--- config.mk ---
export PLATFORM = sky130hd
export DESIGN_NAME = monitor_consola_uart
export DESIGN_NICKNAME = d
export VERILOG_FILES = /design/src/rtl/consola_pkg.sv /design/src/rtl/uart_tx_byte.sv /design/src/rtl/monitor_consola_uart.sv
export SDC_FILE = /design/constraint.sdc
export NUM_CORES = 1
export LEC_CHECK = 0
export ABC_CLOCK_PERIOD_IN_PS = 2700
export CORE_ASPECT_RATIO = 0.5
export CORE_UTILIZATION = 60
export CTS_CLUSTER_SIZE = 14
export DETAILED_ROUTE_END_ITERATION = 8
export HOLD_SLACK_MARGIN = 0.03
export PLACE_DENSITY = 0.77
export SLEW_MARGIN = 20
export SYNTH_ARGS = -nofsm -noshare
export SYNTH_HDL_FRONTEND = slang
export SYNTH_SLANG_ARGS = --single-unit
--- constraint.sdc ---
create_clock -name clk -period 2.7 [get_ports clk]
set_input_delay 0.27 -clock clk [delete_from_list [all_inputs] [get_ports clk]]
set_output_delay 0.27 -clock clk [all_outputs]
set_load 0.02 [all_outputs]
--- src/rtl/consola_pkg.sv ---
// Shared constants for the UART console monitor: ASCII codes, FSM states
// and the baud divisor helper.
package consola_pkg;

    localparam logic [7:0] CH_SP   = 8'h20;
    localparam logic [7:0] CH_0    = 8'h30;
    localparam logic [7:0] CH_1    = 8'h31;
    localparam logic [7:0] CH_BAR  = 8'h7C;
    localparam logic [7:0] CH_DASH = 8'h2D;
    localparam logic [7:0] CH_CR   = 8'h0D;
    localparam logic [7:0] CH_LF   = 8'h0A;

    typedef enum logic [2:0] {
        ESPERA_CAB,
        CABECERA,
        CAPTURA,
        LINEA,
        REPOSO
    } estado_t;

    function automatic int div_baudios(input int clk_hz, input int baud);
        return clk_hz / baud;
    endfunction

endpackage

--- src/rtl/uart_tx_byte.sv ---
// UART 8N1 byte transmitter with its own baud and bit counters.
// Handshake: a byte is taken on any cycle where inicio=1 and listo=1. listo is
// high when idle and also in the last clock of the stop bit, so a byte offered
// then starts its start bit with no idle gap.
module uart_tx_byte #(
    parameter int DIV = 434
) (
    input  logic       clk,
    input  logic       rst,
    input  logic [7:0] dato,
    input  logic       inicio,
    output logic       tx,
    output logic       listo
);

    localparam int CW = $clog2(DIV);
    localparam logic [CW-1:0] CNT_MAX = CW'(DIV - 1);

    logic [CW-1:0] cnt;
    logic [3:0]    bit_idx;
    logic [8:0]    sr;
    logic          activo;

    assign listo = !activo || (bit_idx == 4'd9 && cnt == CNT_MAX);

    always_ff @(posedge clk or posedge rst) begin
        if (rst) begin
            tx      <= 1'b1;
            activo  <= 1'b0;
            cnt     <= '0;
            bit_idx <= '0;
            sr      <= '1;
        end else if (inicio && listo) begin
            tx      <= 1'b0;
            sr      <= {1'b1, dato};
            cnt     <= '0;
            bit_idx <= '0;
            activo  <= 1'b1;
        end else if (activo) begin
            if (cnt == CNT_MAX) begin
                cnt <= '0;
                if (bit_idx == 4'd9) begin
                    activo <= 1'b0;
                    tx     <= 1'b1;
                end else begin
                    // sr carries the stop bit in at the top, so bit 9 shifts out a 1
                    tx      <= sr[0];
                    sr      <= {1'b1, sr[8:1]};
                    bit_idx <= bit_idx + 4'd1;
                end
            end else begin
                cnt <= cnt + CW'(1);
            end
        end
    end

endmodule

--- src/rtl/monitor_consola_uart.sv ---
// Prints a header after reset and then one ASCII line per change of the
// monitored {entradas, salidas} vectors over a UART 8N1 link.
module monitor_consola_uart #(
    parameter int CLK_HZ = 50_000_000,
    parameter int BAUD   = 115200,
    parameter int N_IN   = 4,
    parameter int N_OUT  = 2
) (
    input  logic             clk,
    input  logic             rst,
    input  logic [N_IN-1:0]  entradas,
    input  logic [N_OUT-1:0] salidas,
    input  logic             habilitar,
    output logic             tx,
    output logic             ocupado
);
    import consola_pkg::*;

    localparam int DIV = div_baudios(CLK_HZ, BAUD);
    localparam int NS  = N_IN + N_OUT;
    localparam int HL  = 2*N_IN + N_OUT + 4;
    localparam int LL  = 2*N_IN + N_OUT + 5;
    localparam logic [5:0] HL_IDX = 6'(HL);
    localparam logic [5:0] LL_IDX = 6'(LL);

    estado_t         estado;
    logic [5:0]      idx;
    logic [NS-1:0]   snap;
    logic            inicio;
    logic            listo;
    logic [7:0]      caracter;

    assign inicio = (estado == CABECERA && idx < HL_IDX) ||
                    (estado == LINEA    && idx < LL_IDX);

    always_comb begin
        int i;
        logic [N_IN-1:0]  sh_in;
        logic [N_OUT-1:0] sh_out;
        i        = int'(idx);
        sh_in    = '0;
        sh_out   = '0;
        caracter = CH_LF;
        if (estado == CABECERA) begin
            if (i < 2*N_IN)       caracter = CH_DASH;
            else if (i == 2*N_IN) caracter = CH_BAR;
            else if (i < HL-2)    caracter = CH_DASH;
            else if (i == HL-2)   caracter = CH_CR;
            else                  caracter = CH_LF;
        end else begin
            // Input field is pairs of (space, bit) starting at the MSB
            if (i < 2*N_IN) begin
                sh_in    = snap[NS-1:N_OUT] >> (N_IN - 1 - i/2);
                caracter = i[0] ? (sh_in[0] ? CH_1 : CH_0) : CH_SP;
            end else if (i == 2*N_IN + 1) begin
                caracter = CH_BAR;
            end else if (i < 2*N_IN + 3) begin
                caracter = CH_SP;
            end else if (i < LL-2) begin
                sh_out   = snap[N_OUT-1:0] >> (LL - 3 - i);
                caracter = sh_out[0] ? CH_1 : CH_0;
            end else if (i == LL-2) begin
                caracter = CH_CR;
            end else begin
                caracter = CH_LF;
            end
        end
    end

    always_ff @(posedge clk or posedge rst) begin
        if (rst) begin
            estado  <= ESPERA_CAB;
            idx     <= '0;
            snap    <= '0;
            ocupado <= 1'b0;
        end else begin
            case (estado)
                ESPERA_CAB: begin
                    estado  <= CABECERA;
                    idx     <= '0;
                    ocupado <= 1'b1;
                end
                CABECERA: begin
                    if (listo) begin
                        if (idx < HL_IDX) begin
                            idx <= idx + 6'd1;
                        end else begin
                            // last stop bit ends this cycle
                            idx    <= '0;
                            estado <= CAPTURA;
                        end
                    end
                end
                CAPTURA: begin
                    snap   <= {entradas, salidas};
                    idx    <= '0;
                    estado <= LINEA;
                end
                LINEA: begin
                    if (listo) begin
                        if (idx < LL_IDX) begin
                            idx <= idx + 6'd1;
                        end else begin
                            idx     <= '0;
                            estado  <= REPOSO;
                            ocupado <= 1'b0;
                        end
                    end
                end
                REPOSO: begin
                    if (habilitar && ({entradas, salidas} != snap)) begin
                        estado  <= CAPTURA;
                        ocupado <= 1'b1;
                    end
                end
                default: begin
                    estado  <= ESPERA_CAB;
                    ocupado <= 1'b0;
                end
            endcase
        end
    end

    uart_tx_byte #(.DIV(DIV)) u_tx (
        .clk    (clk),
        .rst    (rst),
        .dato   (caracter),
        .inicio (inicio),
        .tx     (tx),
        .listo  (listo)
    );

endmodule

==> results of run 1 <==
-- registers in the layout (all words and copies together), names as in the netlist --
signal        flops
snap              6
u_tx.bit_idx      4
estado            3
u_tx.sr           8
ocupado           1
u_tx.tx           1
u_tx.cnt          9
idx               6
u_tx.activo       1
-- cells by family after synthesis --
| logic type | share of synthesized area (%) |
|---|---|
| and+or+nand+nor | 18.8 |
| adders and majority gates | 6.01 |
| xor gates and xnor gates | 2.80 |
| DFF | 39.5 |
| muxes | 6.06 |
| buffers and inverters | 4.85 |
| AOI/OAI and AO/OA | 22.0 |
-- worst max-delay path, cell delays in order, from the launching register on --
cell and delay [ns]:
dfrtp_1 0.51, ha_1 0.33, mux2i_1 0.11, o2111a_1 0.32, and2_1 0.33, or4_1 0.55
nand2_1 0.07
-- where the power goes --
part	internal, W	switching [W]
registers	0.000584	0
logic	0.0000144	0.0000164
clock network	0.000275	0.000222
-- placed cells by master, fill, tap and decap left out, types with 6 or more instances in the layout --
master	n
nand4_1	7
o31ai_1	6
o211ai_1	6
ha_1	12
clkdlybuf4s50_1	10
o21ai_0	24
inv_1	14
nand3_1	6
and3_1	6
dfstp_2	9
mux2_2	7
dfrtp_1	30
nand2_1	23
a21oi_1	16
nor2_1	16
-- cell usage after synthesis, drive strengths merged, types with 3 or more instances --
cell    count
buf         7
o21ai      29
nand4       7
xor2        4
and2        4
mux2        7
o211ai      6
nand2      23
o22ai       4
dfrtp      30
o31ai       7
and3        6
xnor2       4
dfstp       9
nor2       16
nand3       6
clkbuf      7
ha         12
nor3        4
mux2i       5
a31oi       3
inv        14
or2         3
nor2b       3
or4         3
a21oi      16
-- per-layer routing --
metal  up-vias  GRT usage, %  share of wire (%)
li1       1010             -                  -
met1      1026          37.0                 47
met2        73          43.1                 45
met3        10          7.94                5.9
met4         0          8.00                1.4
met5         -             0                  0
-- how the worst min path moves through the flow --
stage | end | cells after the start | from | slack, ns
2_1_floorplan | snap[0] | 1 | salidas[0] | 0.42
3_3_place_gp | u_tx.sr[7] | 2 | u_tx.sr[7] | 0.45
3_5_place_dp | u_tx.sr[7] | 2 | u_tx.sr[7] | 0.46
4_1_cts | u_tx.cnt[4] | 3 | rst | 0.41
5_1_grt | u_tx.cnt[4] | 3 | rst | 0.46
6_report | u_tx.cnt[4] | 3 | rst | 0.40
-- layout make-up --
class	instances	area [um2]	share of cell area, %
Multi-Input combinational cell	204	1390	50.6
Clock buffer	5	68.8	2.50
Sequential cell	39	987	35.9
Inverter	14	52.6	1.91
Timing Repair Buffer	15	138	5.01
Clock inverter	3	43.8	1.59
Tap cell	54	67.6	2.46
-- through the flow --
step	setup slack, ns	util [%]	power (W)	hold slack [ns]
after floorplan	0.797	-	0.000609	0.422
after global placement	0.530	66.8	0.000626	0.448
after detailed placement	0.474	66.8	0.000627	0.457
after CTS	0.449	69.7	0.00112	0.407
after global routing	0.198	69.7	0.00116	0.461
final	0.421	69.7	0.00111	0.396
==> impl_metrics.csv, run 1 <==
group,metric,value,unit
worst_setup_path,endpoint,"u_tx.bit_idx[3]",
logic_synthesis,syn-cell-area,2500,um2
clock_network,clk_pin_slew,0.08,ns
sta,worstMarginPinSlew,0.643,ns
worst_setup_path,r2r_end,"u_tx.bit_idx[3]",
logic_synthesis,ys.flop_type,"dfrtp_1",
logic_synthesis,synth-seq-cells,39,
detailed_routing,wl_per_cell,16.6,um
placement,hpwl,3970,um
clock_network,cts_hold_buf,0,
sta,maxSlewViolCount,0,
worst_setup_path,endpoint_kind,"flip-flop",
logic_synthesis,synth.yosys.seq_area_share,39.5,%
clock_network,clk_path_buf_depth,2,
detailed_routing,first_pass_iters,4,
global_routing,grt_pass1_vias,1836,
outcome,status,"finished clean",
detailed_routing,wl,5540,um
logic_synthesis,synthCells,271,
job,cap_violations,0,
logic_synthesis,yosysWarnings,0,
placement,place_congestion,0.921,
clock_network,post_cts_buffers,0,
worst_setup_path,required,2.94,ns
clock_network,htreeDepth,2,
detailed_routing,drtIter0Drc,131,
worst_setup_path,worstSetupPathType,"reg -> reg",
clock_network,cts_made_buffers,5,
cells_and_area,n_antenna_cell,0,
cells_and_area,areaGrowthSynthToFinish,9.96,%
detailed_routing,vias_per_cell,6.34,
global_routing,grt.total_usage,27.1,%
logic_synthesis,synth_edf_count,0,
worst_setup_path,worst-path-max-fanout,12,
placement,io_buffers,10,
detailed_routing,route.detailed.drc,0,
sta,skew,0.0102,ns
cells_and_area,layout.nets,300,
global_routing,grt_max_degree,40,
floorplanning,initial_core_util,63.4,%
logic_synthesis,async_flop_share,100,%
worst_setup_path,r2r-start,"idx[1]",
worst_setup_path,ff2ff_path_depth,6,
global_routing,grt_pass1_wl,8870,um
sta,period_share,84.4,%
cells_and_area,final_cell_area,2750,um2
worst_setup_path,crit_arrival,2.52,ns
pwr,ir_drop,0.307,mV
logic_synthesis,yosys.area.top_type_share,30.0,%
sta,min_period,2.28,ns
sta,setup-violations-final,0,
worst_setup_path,cp-start-kind,"flip-flop",
logic_synthesis,synth_top_area_cell,"dfrtp_1",
clock_network,cts.repair.resized,0,
worst_setup_path,startpoint,"idx[1]",
logic_synthesis,synth.distinct_cells,56,
sta,fin_tns_setup,0,ns
global_routing,overflow,0,
pwr,p_per_area,405,nW/um2
cells_and_area,final_cell_count_no_fill,334,
global_routing,antenna_found_initial,0,
logic_synthesis,synth.area.top_cells,"dfrtp_1 (30%), dfstp_2 (9.5%), ha_1 (6.0%), o21ai_0 (4.8%), nand2_1 (3.5%)",
sta,hold_violations,0,
floorplanning,die_y,47.6,um
floorplanning,die_w,93.3,um
worst_setup_path,r2r_setup_slack,0.42,ns
sta,rsz0062_at_grt,"false",
sta,relSlewSlack,57.0,%
logic_synthesis,syn_area_per_cell,9.22,um2
detailed_routing,ant_nets,0,
clock_network,clock_tree.root_cell,"clkbuf_8",
floorplanning,boundaryPins,11,
logic_synthesis,syn_nets,292,
cells_and_area,nFillCells,330,
detailed_routing,num_vias,2119,
cells_and_area,drive_above_1_share,13.9,%
floorplanning,die_area,4440,um2
placement,placed_cells,326,
floorplanning,core-area,3940,um2
pwr,power.leakage,1.10,nW
clock_network,cts_tree,"done",
placement,place_area,2640,um2
clock_network,clk_latency,0.30,ns
sta,max_freq,439,MHz
clock_network,cts.sinks,39,
hold_path,min_path_type,"in -> async",
floorplanning,row_count,16,
Power figures use the tool's default switching activity.
==> inputs of run 2 (changes only) <==
- ABC_CLOCK_PERIOD_IN_PS: 2700 -> 2300
- clock period: 2.7 -> 2.3 ns (I/O delays scaled with it)
==> impl_metrics.csv, run 2 (same netlist as run 1, synthesis figures left out) <==
group,metric,value,unit
outcome,status,"finished clean",
detailed_routing,num_vias,2095,
pwr,p_sw_share,23.0,%
sta,rsz0062_at_grt,"false",
cells_and_area,final_common_cell,"dfrtp_1",
pwr,p_per_area,431,nW/um2
worst_setup_path,crit_arrival,2.36,ns
hold_path,min_path_type,"in -> async",
placement,place_congestion,0.998,
worst_setup_path,cp-start-kind,"flip-flop",
sta,period_share,92.2,%
floorplanning,die_w,93.3,um
clock_network,clk_pin_slew,0.08,ns
sta,worstMarginPinSlew,0.737,ns
global_routing,use_met1,35.1,%
global_routing,antenna_found_initial,0,
sta,maxSlewViolCount,0,
global_routing,overflow,0,
pwr,p_clk_share,39.2,%
cells_and_area,n_antenna_cell,0,
job,cap_violations,0,
floorplanning,row_count,16,
clock_network,cts.sinks,39,
sta,max_freq,471,MHz
detailed_routing,ant_nets,0,
detailed_routing,first_pass_iters,4,
detailed_routing,wl_per_cell,16.0,um
floorplanning,die_y,47.6,um
cells_and_area,top_regs,"u_tx.cnt x9, u_tx.sr x8",
global_routing,grt_pass1_wl,8820,um
detailed_routing,drtIter0Drc,73,
sta,fin_tns_setup,0,ns
detailed_routing,vias_per_cell,6.20,
floorplanning,boundaryPins,11,
clock_network,cts_hold_buf,0,
clock_network,clk_path_buf_depth,2,
pwr,p_int,0.000914,W
pwr,pwr-share-comb,3.0,%
worst_setup_path,required,2.54,ns
worst_setup_path,ff2ff_path_depth,6,
clock_network,cts_tree,"done",
floorplanning,die_area,4440,um2
global_routing,grt_pass1_vias,1916,
clock_network,cts.repair.resized,0,
cells_and_area,largest_reg_flops,9,
worst_setup_path,endpoint_kind,"flip-flop",
placement,hpwl,3900,um
cells_and_area,drive_above_1_share,15.1,%
pwr,p_switching,0.000274,W
cells_and_area,nFillCells,305,
sta,skew,0.00833,ns
detailed_routing,route.detailed.drc,0,
global_routing,grtUsageMet3,6.35,%
cells_and_area,layout.nets,304,
pwr,power.leakage,1.10,nW
global_routing,grt.total_usage,26.7,%
cells_and_area,mostFrequentLayoutCells,"dfrtp_1 (30), o21ai_0 (24), nand2_1 (23)",
worst_setup_path,r2r_setup_slack,0.18,ns
sta,setup-violations-final,0,
sta,hold_violations,0,
detailed_routing,wl,5420,um
pwr,p_seq_share,57.8,%
worst_setup_path,worst-path-max-fanout,13,
global_routing,grt_max_degree,40,
placement,io_buffers,10,
global_routing,top_usage_layer,"met2",
worst_setup_path,r2r_end,"u_tx.bit_idx[3]",
floorplanning,core-area,3940,um2
clock_network,post_cts_buffers,0,
global_routing,grt_use_met2,44.7,%
cells_and_area,final_core_util,69.9,%
clock_network,cts_made_buffers,5,
sta,min_period,2.12,ns
clock_network,htreeDepth,2,
cells_and_area,areaGrowthSynthToFinish,10.2,%
sta,relSlewSlack,50.8,%
floorplanning,initial_core_util,63.4,%
sta,holdWs,0.353,ns
cells_and_area,top_register,"u_tx.cnt",
clock_network,clk_latency,0.30,ns
pwr,power,0.00119,W
worst_setup_path,worstSetupPathType,"reg -> reg",
worst_setup_path,r2r-start,"idx[0]",
pwr,ir_drop,0.319,mV
clock_network,clock_tree.root_cell,"clkbuf_8",
==> run 2: cell types whose count changed in the layout (fill, tap and decap cells not counted) <==
cell,change
clkinv_4,-1
clkinvlp_4,+2
bufinv_16,-1
buf_4,+4
==> run 2: final cells by class <==
cell class	count	area [um2]	area share, %
clock buffer	5	68.8	2.50
timing repair buffer	19	168	6.09
inverter	14	52.6	1.91
tap	54	67.6	2.45
clock inverter	3	20.0	0.727
sequential	39	987	35.8
multi-input combinational	204	1390	50.5
==> run 2: power groups by stage <==
stage	logic [W]	registers (W)	clock network [W]
CTS	0.0000373	0.000686	0.000473
global route	0.0000416	0.000686	0.000505
global placement	0.0000365	0.000699	0
finish	0.0000362	0.000686	0.000465
detailed placement	0.0000371	0.000699	0
floorplan	0.0000155	0.000699	0
==> run 2: per-stage QoR <==
| step | instances | worst slack [ns] | area, um2 |
|---|---|---|---|
| floorplan | 271 | 0.397 | 2500 |
| global placement | 330 | 0.268 | 2670 |
| detailed placement | 330 | 0.222 | 2670 |
| CTS | 338 | 0.172 | 2760 |
| global route | 338 | 0.0452 | 2760 |
| finish | 338 | 0.178 | 2760 |
==> run 2: how the worst max path moves through the flow <==
stage                     slack (ns)  cells past startpoint         endpoint   start
after global routing            0.05                      7       u_tx.sr[0]  idx[0]
final                           0.18                      6  u_tx.bit_idx[3]  idx[0]
after detailed placement        0.22                      7       u_tx.sr[0]  idx[1]
after floorplan                 0.40                      8       u_tx.sr[0]  idx[0]
after global placement          0.27                      7       u_tx.sr[0]  idx[1]
after CTS                       0.17                      6  u_tx.bit_idx[3]  idx[0]
==> run 2: critical path: stages (launching register included) <==
cell and delay (ns):
dfrtp_1 0.46, ha_1 0.25, mux2i_1 0.16, o2111a_1 0.45, o21ai_2 0.19, or4_1 0.49, nand2_1 0.07
==> run 2: routing by layer <==
layer	wire, um	up-vias
met5	0	-
met4	57	0
met3	255	7
met1	2600	1015
met2	2500	56
li1	-	1017
==> inputs of run 3 (changes only) <==
- CELL_PAD_IN_SITES_DETAIL_PLACEMENT: not set -> 2
- CELL_PAD_IN_SITES_GLOBAL_PLACEMENT: not set -> 2
- CORE_UTILIZATION: 60 -> 38
- PLACE_DENSITY: 0.77 -> 0.76
==> impl_metrics.csv, run 3 (same netlist as run 1, synthesis figures left out) <==
group,metric,value,unit
cells_and_area,mostFrequentLayoutCells,"dfrtp_1 (29), o21ai_0 (24), nand2_1 (23)",
worst_setup_path,cp_slowest_cell,"or4b_4",
sta,setup-violations-final,0,
worst_setup_path,endpoint_kind,"flip-flop",
detailed_routing,wl_met1,3610,um
detailed_routing,wl_per_cell,19.8,um
pwr,ir_drop,0.348,mV
worst_setup_path,required,2.51,ns
clock_network,clk_pin_slew,0.06,ns
sta,maxSlewViolCount,0,
global_routing,grt_pass1_wl,12700,um
outcome,status,"finished clean",
worst_setup_path,cp.buffers_inverters,1,
cells_and_area,largest_reg_flops,9,
clock_network,clk_latency,0.29,ns
cells_and_area,n_antenna_cell,0,
floorplanning,core-area,6210,um2
global_routing,grt_max_degree,40,
floorplanning,initial_core_util,40.3,%
sta,skew,0.00930,ns
clock_network,clk_path_buf_depth,2,
detailed_routing,met2_length,3680,um
worst_setup_path,worst-path-max-fanout,9,
pwr,power.leakage,1.17,nW
detailed_routing,top_layer,"met4",
cells_and_area,layout.nets,314,
worst_setup_path,r2r-start,"u_tx.cnt[6]",
clock_network,cts_made_buffers,5,
cells_and_area,drive_above_1_share,18.7,%
floorplanning,die_y,59.4,um
clock_network,clock_tree.root_cell,"clkbuf_16",
cells_and_area,final_common_cell,"dfrtp_1",
sta,period_share,94.6,%
worst_setup_path,worstSetupPathType,"reg -> reg",
sta,holdWs,0.371,ns
placement,place_congestion,0.864,
worst_setup_path,cpPeakStageDelay,0.62,ns
pwr,p_per_area,482,nW/um2
worst_setup_path,crit_family,"simple AND/OR/NAND/NOR gates",
worst_setup_path,cp-start-kind,"flip-flop",
placement,placed_cells,371,
sta,max_freq,460,MHz
worst_setup_path,path_cells,"or4b_4 > o31ai_4 > and2_4 > buf_4 > o21ai_0 > o22ai_1",
hold_path,min_path_type,"in -> async",
floorplanning,row_count,20,
placement,hpwl,5600,um
cells_and_area,top_register,"u_tx.cnt",
sta,relSlewSlack,64.6,%
cells_and_area,nFillCells,687,
sta,min_period,2.18,ns
global_routing,antenna_found_initial,0,
sta,fin_tns_setup,0,ns
detailed_routing,num_vias,2180,
clock_network,htreeDepth,2,
cells_and_area,multiInputGateArea,1390,um2
global_routing,grt_pass1_vias,2430,
floorplanning,boundaryPins,11,
placement,io_buffers,10,
cells_and_area,seqCellArea,988,um2
worst_setup_path,crit_arrival,2.39,ns
global_routing,grt.total_usage,24.7,%
cells_and_area,final_cell_count_no_fill,382,
detailed_routing,drtIter0Drc,155,
clock_network,cts.sinks,39,
cells_and_area,areaGrowthSynthToFinish,17.3,%
sta,worstMarginPinSlew,0.526,ns
floorplanning,die_w,117,um
floorplanning,die_area,6930,um2
worst_setup_path,r2r_end,"u_tx.sr[2]",
detailed_routing,vias_per_cell,5.71,
job,cap_violations,0,
detailed_routing,ant_nets,0,
detailed_routing,first_pass_iters,4,
detailed_routing,wl_met3,225,um
clock_network,cts_tree,"done",
detailed_routing,route.detailed.drc,0,
global_routing,overflow,0,
worst_setup_path,r2r_setup_slack,0.12,ns
worst_setup_path,ff2ff_path_depth,6,
cells_and_area,top_regs,"u_tx.cnt x9, u_tx.sr x8",
clock_network,cts_hold_buf,0,
sta,hold_violations,0,
detailed_routing,wl,7580,um
==> run 3: cell types whose count changed in the layout (fill, tap and decap cells not counted) <==
cell and delta:
buf_4 +10, clkbuf_16 +5, clkbuf_8 -5, and2_1 -1
and2_4 +1, dfrtp_1 -1, dfrtp_2 +1
==> run 3: routing by layer <==
metal  up-vias  track usage (%)
met5         -                0
met4         0             5.61
met3         7             5.73
met2        26             41.9
met1      1115             32.4
li1       1032                -
==> run 3: area by class of cell <==
| cell class | count | area share, % |
|---|---|---|
| Multi-Input combinational cell | 204 | 47.5 |
| Sequential cell | 39 | 33.7 |
| Timing Repair Buffer | 29 | 8.28 |
| Clock buffer | 5 | 4.27 |
| Tap cell | 88 | 3.75 |
| Inverter | 14 | 1.79 |
| Clock inverter | 3 | 0.683 |
==> run 3: per-stage QoR <==
stage | area [um2] | util (%) | power [W] | worst slack, ns
2_1_floorplan | 2500 | - | 0.000714 | 0.397
3_3_place_gp | 2760 | 44.5 | 0.000737 | 0.149
3_5_place_dp | 2760 | 44.5 | 0.000738 | 0.121
4_1_cts | 2910 | 46.8 | 0.00144 | 0.108
5_1_grt | 2930 | 47.3 | 0.00147 | -0.00197
6_report | 2930 | 47.3 | 0.00141 | 0.124
==> run 3: power breakdown <==
group | switching [W] | total [W] | internal [W]
logic | 0.0000205 | 0.0000375 | 0.0000170
registers | 0 | 0.000687 | 0.000687
clock network | 0.000291 | 0.000690 | 0.000399
total | 0.000311 | 0.00141 | 0.00110
==> run 3: worst max path at each step <==
stage                 from         end  slack [ns]  depth (start not counted)
3_5_place_dp   u_tx.cnt[1]  u_tx.sr[0]        0.12                          8
3_3_place_gp        idx[1]  u_tx.sr[0]        0.15                          7
6_report       u_tx.cnt[6]  u_tx.sr[2]        0.12                          6
2_1_floorplan       idx[0]  u_tx.sr[0]        0.40                          8
4_1_cts        u_tx.cnt[1]  u_tx.sr[2]        0.11                          8
5_1_grt        u_tx.cnt[6]  u_tx.sr[2]      -0.002                          6
==> run 3: what timing repair did <==
item                                    in CTS  in global routing
setup buffers                                0                  3
endpoints found under the setup margin       0                  6
resized for setup                            0                  3
==> run 3: worst reg2reg max path, delay by kind of cell, from the launching register on <==
family	cells	cell delay, ns
AND/OR/NAND/NOR	2	0.84
AO/OA/AOI/OAI	3	0.64
flip-flops	1	0.43
buffers and inverters	1	0.17
